## src/rtl/fir_alu.sv

```systemverilog
// 64-tap Q1.15 FIR datapath with a single time-shared MAC: serial coefficient load after
// reset, then one input sample and one saturated output sample per TAPS-clock frame.
module fir_alu #(
   parameter int TAPS = 64,
   parameter int DW   = 16,
   parameter int ACCW = 38,
   parameter int FRAC = 15
) (
   input  logic          clk2,
   input  logic          ALU_restn,
   input  logic [DW-1:0] x,
   input  logic [DW-1:0] b,
   input  logic          b_valid,
   output logic [DW-1:0] y
);

   localparam int CW = $clog2(TAPS);
   localparam logic signed [ACCW-1:0] P_MAX = ACCW'((64'd1 << (DW-1)) - 64'd1);
   localparam logic signed [ACCW-1:0] P_MIN = ~P_MAX;

   typedef enum logic [1:0] {S_LOAD, S_IDLE, S_MAC} state_t;

   state_t                 r_state;
   state_t                 w_next;
   logic [CW-1:0]          r_cnt;
   logic signed [DW-1:0]   r_coef [TAPS];
   logic signed [DW-1:0]   r_dly  [TAPS];
   logic signed [ACCW-1:0] r_acc;
   logic [DW-1:0]          r_y;

   logic                   w_last;
   logic                   w_start;
   logic signed [DW-1:0]   w_tap;
   logic signed [2*DW-1:0] w_prod;
   logic signed [ACCW-1:0] w_sum;
   logic signed [ACCW-1:0] w_shift;
   logic [DW-1:0]          w_sat;

   assign w_last  = (r_cnt == CW'(TAPS-1));
   assign w_start = (r_state == S_IDLE) && b_valid;

   // Cycle 0 of a frame multiplies the incoming x directly, since d[0] is written on that same edge.
   assign w_tap   = (r_state == S_IDLE) ? $signed(x) : r_dly[r_cnt];
   assign w_prod  = w_tap * r_coef[r_cnt];
   assign w_sum   = ((r_state == S_IDLE) ? '0 : r_acc)
                  + {{(ACCW-2*DW){w_prod[2*DW-1]}}, w_prod};
   assign w_shift = w_sum >>> FRAC;

   always_comb begin
      w_sat = w_shift[DW-1:0];
      if (w_shift > P_MAX)
         w_sat = {1'b0, {(DW-1){1'b1}}};
      else if (w_shift < P_MIN)
         w_sat = {1'b1, {(DW-1){1'b0}}};
   end

   always_comb begin
      w_next = r_state;
      case (r_state)
         S_LOAD:  if (w_last)  w_next = S_IDLE;
         S_IDLE:  if (b_valid) w_next = S_MAC;
         S_MAC:   if (w_last)  w_next = S_IDLE;
         default: w_next = S_LOAD;
      endcase
   end

   always_ff @(posedge clk2 or negedge ALU_restn) begin
      if (!ALU_restn)
         r_state <= S_LOAD;
      else
         r_state <= w_next;
   end

   always_ff @(posedge clk2 or negedge ALU_restn) begin
      if (!ALU_restn) begin
         r_cnt <= '0;
         r_acc <= '0;
         r_y   <= '0;
         for (int unsigned i = 0; i < TAPS; i++)
            r_dly[i] <= '0;
      end else begin
         case (r_state)
            S_LOAD: r_cnt <= w_last ? '0 : r_cnt + 1'b1;
            S_IDLE: begin
               if (w_start) begin
                  r_dly[0] <= $signed(x);
                  for (int unsigned i = 1; i < TAPS; i++)
                     r_dly[i] <= r_dly[i-1];
                  r_acc <= w_sum;
                  r_cnt <= CW'(1);
               end
            end
            S_MAC: begin
               r_acc <= w_sum;
               r_cnt <= w_last ? '0 : r_cnt + 1'b1;
               if (w_last)
                  r_y <= w_sat;
            end
            default: r_cnt <= '0;
         endcase
      end
   end

   // Coefficient RAM has no reset; it is rewritten by the load phase after every reset.
   always_ff @(posedge clk2) begin
      if (r_state == S_LOAD)
         r_coef[r_cnt] <= $signed(b);
   end

   assign y = r_y;

endmodule

```

## config.mk

```make
export PLATFORM = sky130hd
export DESIGN_NAME = fir_alu
export DESIGN_NICKNAME = d
export VERILOG_FILES = /design/src/rtl/fir_alu.sv
export SDC_FILE = /design/constraint.sdc
export NUM_CORES = 2
export LEC_CHECK = 0
export BUFFER_PORTS_ARGS = -buffer_cell sky130_fd_sc_hd__buf_2
export CAP_MARGIN = 20
export CORE_ASPECT_RATIO = 1.5
export CORE_MARGIN = 5
export CORE_UTILIZATION = 45
export CTS_BUF_LIST = sky130_fd_sc_hd__clkbuf_8
export CTS_CLUSTER_SIZE = 12
export DETAILED_ROUTE_END_ITERATION = 12
export GPL_ROUTABILITY_DRIVEN = 0
export GPL_TIMING_DRIVEN = 0
export HOLD_SLACK_MARGIN = 0.03
export PLACE_DENSITY = 0.59
export SYNTH_ARGS = -nofsm -noshare
export SYNTH_HDL_FRONTEND = slang
export SYNTH_SLANG_ARGS = --single-unit
```

## constraint.sdc

```tcl
create_clock -name clk2 -period 11.2 [get_ports clk2]
set_input_delay 1.12 -clock clk2 [delete_from_list [all_inputs] [get_ports clk2]]
set_output_delay 1.12 -clock clk2 [all_outputs]
set_load 0.02 [all_outputs]
```

# Word-level counts from Yosys, hierarchy flattened
# Memory sizes are Yosys's and may differ from the RTL's.
# Cells that the tools add are included.
[classes]
n_addsub = 2
mul = 1
div_mod_pow = 0
order_cmp = 3
n_eq_ne = 6
shift = 0
n_mux = 17
n_bitwise = 1
reduce_logical = 8
[ops]
columns = ["op", "n"]
rows = [
  ["$bmux W16 S6", 1],
  ["$mux W16", 5],
  ["$mux W38", 2],
  ["$pmux W38 S2", 1],
  ["$add A38 B38 Y38", 1],
  ["$mul A16 B16 Y32", 1],
  ["$gt A23 B16 Y1 const B", 1],
  ["$lt A23 B16 Y1 const B", 1],
  ["$mux W6", 2],
  ["$pmux W6 S2", 1],
  ["$reduce_and A2 Y1", 4],
  ["$ge A7 B7 Y1 const B", 1],
  ["$not A6 Y7", 1],
  ["$add A6 B1 Y6 const B", 1],
  ["$eq A6 B6 Y1 const B", 1],
  ["$mux W2", 2],
  ["$ne A2 B2 Y1 const B", 2],
  ["$pmux W2 S2", 1],
  ["$eq A2 B1 Y1 const B", 1],
  ["$eq A2 B2 Y1 const B", 1],
  ["$logic_not A2 Y1", 1],
  ["$mux W1", 2],
  ["$ne A2 B1 Y1 const B", 1],
  ["$reduce_bool A2 Y1", 1],
  ["other kinds (2)", 2],
]
[totals]
reg_bits = 1086
latch_bits = 0
ram_bits = 1024
mem_bits_ro = 0
word_cells = 107
mem_count = 1
[memory_table]
columns = ["memory", "words", "word_bits", "rd", "rd_ports_with_merged_regs", "wr", "line", "source"]
rows = [
  ["r_coef", 64, 16, 1, 0, 1, "26", "logic signed [DW-1:0] r_coef [TAPS];"],
]

# Depth between registers and ports, before layout
[logic_depth]
word_depth = 10
ltp_mapped = 56
depth_no_buf = 49

# Least setup slack after synthesis
# OpenSTA, ideal clock, no wires.
[synth_path]
path_type = "reg-to-reg"
startpoint = "register r_cnt[2]"
endpoint = "register r_y[3] (netlist: y[3])"
setup_ns = 0.074
arrival_ns = 11.156
required_ns = 11.126
slack_ns = -0.030
path_stages_with_launch = 48
cell_sequence = "dfrtp_1 clkbuf_1 buf_2 and2_1 clkbuf_1 clkbuf_1 buf_2 buf_2 buf_1 a22oi_1 a41oi_1 nor4_1 nand3_1 o21ai_0 clkbuf_1 or2_2 fa_1 fa_1 (+12 left out) and3_1 or3_1 a21oi_1 xnor2_1 ha_1 and3_1 a311oi_1 o221ai_1 a21oi_1 nor2b_1 nor2b_1 a221oi_1 or4_1 or4b_4 o311ai_4 buf_6 nand2_2 a21oi_2"
[synth_between]
elab_chain_cells = 10
elab_cells_between_ends = 14
[synth_lines]
columns = ["element", "line", "source"]
rows = [
  ["from (decl)", "25", "logic [CW-1:0] r_cnt;"],
  ["from (signal assigned)", "83", "S_LOAD: r_cnt <= w_last ? '0 : r_cnt + 1'b1;"],
  ["from (signal assigned)", "95", "r_cnt <= w_last ? '0 : r_cnt + 1'b1;"],
  ["$not A6 Y7 (implied by the code)", "43", "assign w_tap = (r_state == S_IDLE) ? $signed(x) : r_dly[r_cnt];"],
  ["$bmux W16 S6", "43", ""],
  ["$mux W16 (implied by the code) (2 in a row)", "43", ""],
  ["$mux W16", "43", ""],
  ["$mul A16 B16 Y32", "44", "assign w_prod = w_tap * r_coef[r_cnt];"],
  ["$add A38 B38 Y38", "46", "+ {{(ACCW-2*DW){w_prod[2*DW-1]}}, w_prod};"],
  ["$lt A23 B16 Y1", "53", "else if (w_shift < P_MIN)"],
  ["$mux W16", "53", ""],
  ["$mux W16", "51", "if (w_shift > P_MAX)"],
  ["to (signal assigned)", "97", "r_y <= w_sat;"],
  ["to (decl)", "29", "logic [DW-1:0] r_y;"],
]
# Several ways; a longest one is shown, not always the timed one. The select of a mux whose other input is x is not followed.
# A chain may end at the register's enable or synchronous reset.

# Final worst setup path
[layout_path]
startpoint = "register r_cnt[1]"
endpoint = "register r_y[11] (netlist: y[11])"
# The elaborated chain is that of the path after synthesis.

==> metrics.txt <==
crit share post-route=112%; vias in the first global route=77,610; Worst Max-Slew Pin Slew=1.21 ns; Core ar.=212,000 µm²; Max-slew headroom=19.1%; grt ovf=0; clk buf depth=4; max_cap viols=0; Setup violations, final=24; CP max stage delay=0.88 ns; syn_nets=9,290; CTS buffer count=327; Synth warnings=0; Root Buffer=clkbuf_8; ANT nets after route=0; synth top area cells=edfxtp_1, dfrtp_1, nand2_1; Mean Syn Cell Area=10.8 µm²; DRT iter0 DRCs=12,724; Clk pin slew, worst setup/hold paths=0.07 ns; total track usage=39.0%; WP data arrival=13.42 ns; CTS tree=yes; Min-Delay Path Class=input pin to flop; failing checks=setup timing; clock skew=0.0947 ns; Tmin final=12.51 ns; CP endpoint kind=flop; top routing layer in use=met5; Die W=386 µm; critical path peak fanout=7; asr flop ratio synth=51.5%; Remaining DRCs=0; Post-synth EDFFs=1,024; met2 wire len=190,000 µm; area of the die=222,000 µm²; largest net degree at the start of global routing=160; H-tree depth=5; Area growth, synth to finish=20.3%; initial antenna violation count=62; WL final=439,000 µm; met1 WL=139,000 µm; fillers=18,143; post-synthesis cell area=95,400 µm²; Synth Register Bits=2,110; Vias/cell=6.39; Initial Util=45.1%; post-route setup slack=-1.31 ns; Slowest-stage cell, CP=a222oi_1; outcome=finished, violations left; clock sinks=2,110; CP startpoint kind=flop; Data required, critical path=12.11 ns; layout cell share with drive strength beyond 1=15.1%; Vias=81,044; fmax=0.0800 GHz; CP delay by family, top=adder cells; FF+latch area=57,900 µm²; Cells after Synth=8,872; library cells used by synthesis=74; CP Buf/Inv Count=16; critical path class=flop to flop; Skew-Pair Late Insertion Delay=1.04 ns; port bufs=50; final hold vios=0; Min Hold Slack=0.381 ns; I/O pins=51; area of the multi-input gates=36,300 µm²; DP Wirelength=299,000 µm; Vert. Die Dim=574 µm; WL/cell=34.6 µm; Site Rows=207; first-pass GRT wire length=601,000 µm; nets@finish=10,001; CP most frequent cell=fa_1; drt pass-1 iters=9; RSZ-0062 raised after global routing=true; Main synth FF type=dfrtp_1; met3 WL=57,400 µm; largest area contributor in the netlist=edfxtp_1; Pins Over Slew Limit=0; register area share after synthesis=60.7%; area share of the largest cell type after synthesis=32.2%
-- area by class of cell --
| class | count | area share, % |
|---|---|---|
| inverters | 311 | 1.02 |
| diodes | 49 | 0.107 |
| clock inverters | 185 | 0.762 |
| clock buffers | 377 | 4.52 |
| plain buffers | 550 | 3.82 |
| well taps | 2821 | 3.08 |
| multi-input cells | 5895 | 31.7 |
| repair buffers | 388 | 4.56 |
| flip-flops and latches | 2110 | 50.5 |
-- cell usage after synthesis (all sizes together), types with 31 or more instances --
library cell	n
nand3	39
buf	143
nand2	3228
nor2b	31
a21oi	117
and2	52
nand2b	80
xnor2	41
a22o	131
nand4	85
or2	57
edfxtp	1024
a221oi	133
a22oi	575
dfrtp	1086
nor4	64
a31oi	89
o21ai	103
o22ai	219
fa	263
clkbuf	413
ha	120
nor2	248
inv	311
-- worst reg2reg max path, delay by kind of cell, from the launching register on --
| family | cells | cell delay, ns |
|---|---|---|
| AO/OA/AOI/OAI | 14 | 3.26 |
| XOR/XNOR | 1 | 0.16 |
| adder cells (fa/ha/maj) | 8 | 3.50 |
| buffers and inverters | 16 | 2.25 |
| flip-flops | 1 | 0.46 |
| AND/OR/NAND/NOR | 13 | 2.83 |
-- worst paths after layout --
path                       startpoint     endpoint  slack [ns]  cells past startpoint
max                          r_cnt[1]        y[11]       -1.31                     52
min in group asynchronous   ALU_restn        y[10]        0.58                      2
max reg2reg                  r_cnt[1]        y[11]       -1.31                     52
min                             x[12]  r_dly[1020]        0.38                      3
max in group asynchronous   ALU_restn   r_dly[257]        7.80                      6
min reg2reg                r_dly[685]   r_dly[669]        0.45                      2
-- per-stage QoR --
step	util [%]	setup TNS [ns]	instance area [µm²]	std cells	setup WS [ns]
global route	54.2	-26.83	115000	12646	-1.47
detailed placement	48.6	-179.86	103000	11903	-5.58
floorplan	-	0	95400	8872	0.00921
finish	54.2	-22.93	115000	12686	-1.31
CTS	53.9	-11.14	114000	12605	-0.739
global placement	46.9	-	99200	11743	-15.27
-- metal layers --
metal	vias to the layer above	track usage (%)
li1	32213	-
met1	40009	43.9
met2	6584	57.5
met3	2201	14.6
met4	37	34.6
met5	-	0.654
-- repair_timing --
action / 4_1_cts / 5_1_grt
pin swaps: 96 / 78
setup endpoints to repair: 47 / 29
resized for setup: 988 / 58
buffers inserted: 139 / 23
hold buffers: 1 / 0
hold endpoints to repair: 23 / 0
gates cloned: 4 / 1
-- flip-flops by register name (all words and copies together), names as in the netlist --
signal	flops
r_acc	38
r_cnt	6
r_coef	1024
r_dly	1024
r_state	2
y	16
-- cells by family after synthesis --
logic type / count (synthesis) / share of synthesized area (%)
simple gates: 3942 / 16.7
flops: 2110 / 60.7
compound gates: 1504 / 11.4
buf+inv: 867 / 3.47
fa+ha+maj: 383 / 7.09
xor+xnor: 65 / 0.612
mux: 1 / 0.0118
-- cell usage in the layout, fill, tap and decap left out, types with 37 or more instances in the layout --
cell type,instances
nor4_1,46
buf_2,68
inv_1,407
nand4_1,85
or2_2,56
nor2_1,176
clkbuf_8,415
a221oi_1,118
buf_8,77
buf_12,59
clkinv_1,41
edfxtp_1,1024
o22ai_1,217
a21oi_1,77
nand2b_1,75
fa_1,249
buf_4,172
diode_2,49
nor2_4,53
buf_6,48
clkbuf_2,49
ha_1,105
o21ai_0,60
clkbuf_1,253
nand2_1,3211
a22oi_1,564
dfrtp_1,1083
buf_16,81
a22o_1,130
clkbuf_4,37
and2_1,48
a31oi_1,58
Power is not shown: default switching activity piles up to over one toggle a cycle in this logic, so the estimate is an artifact.
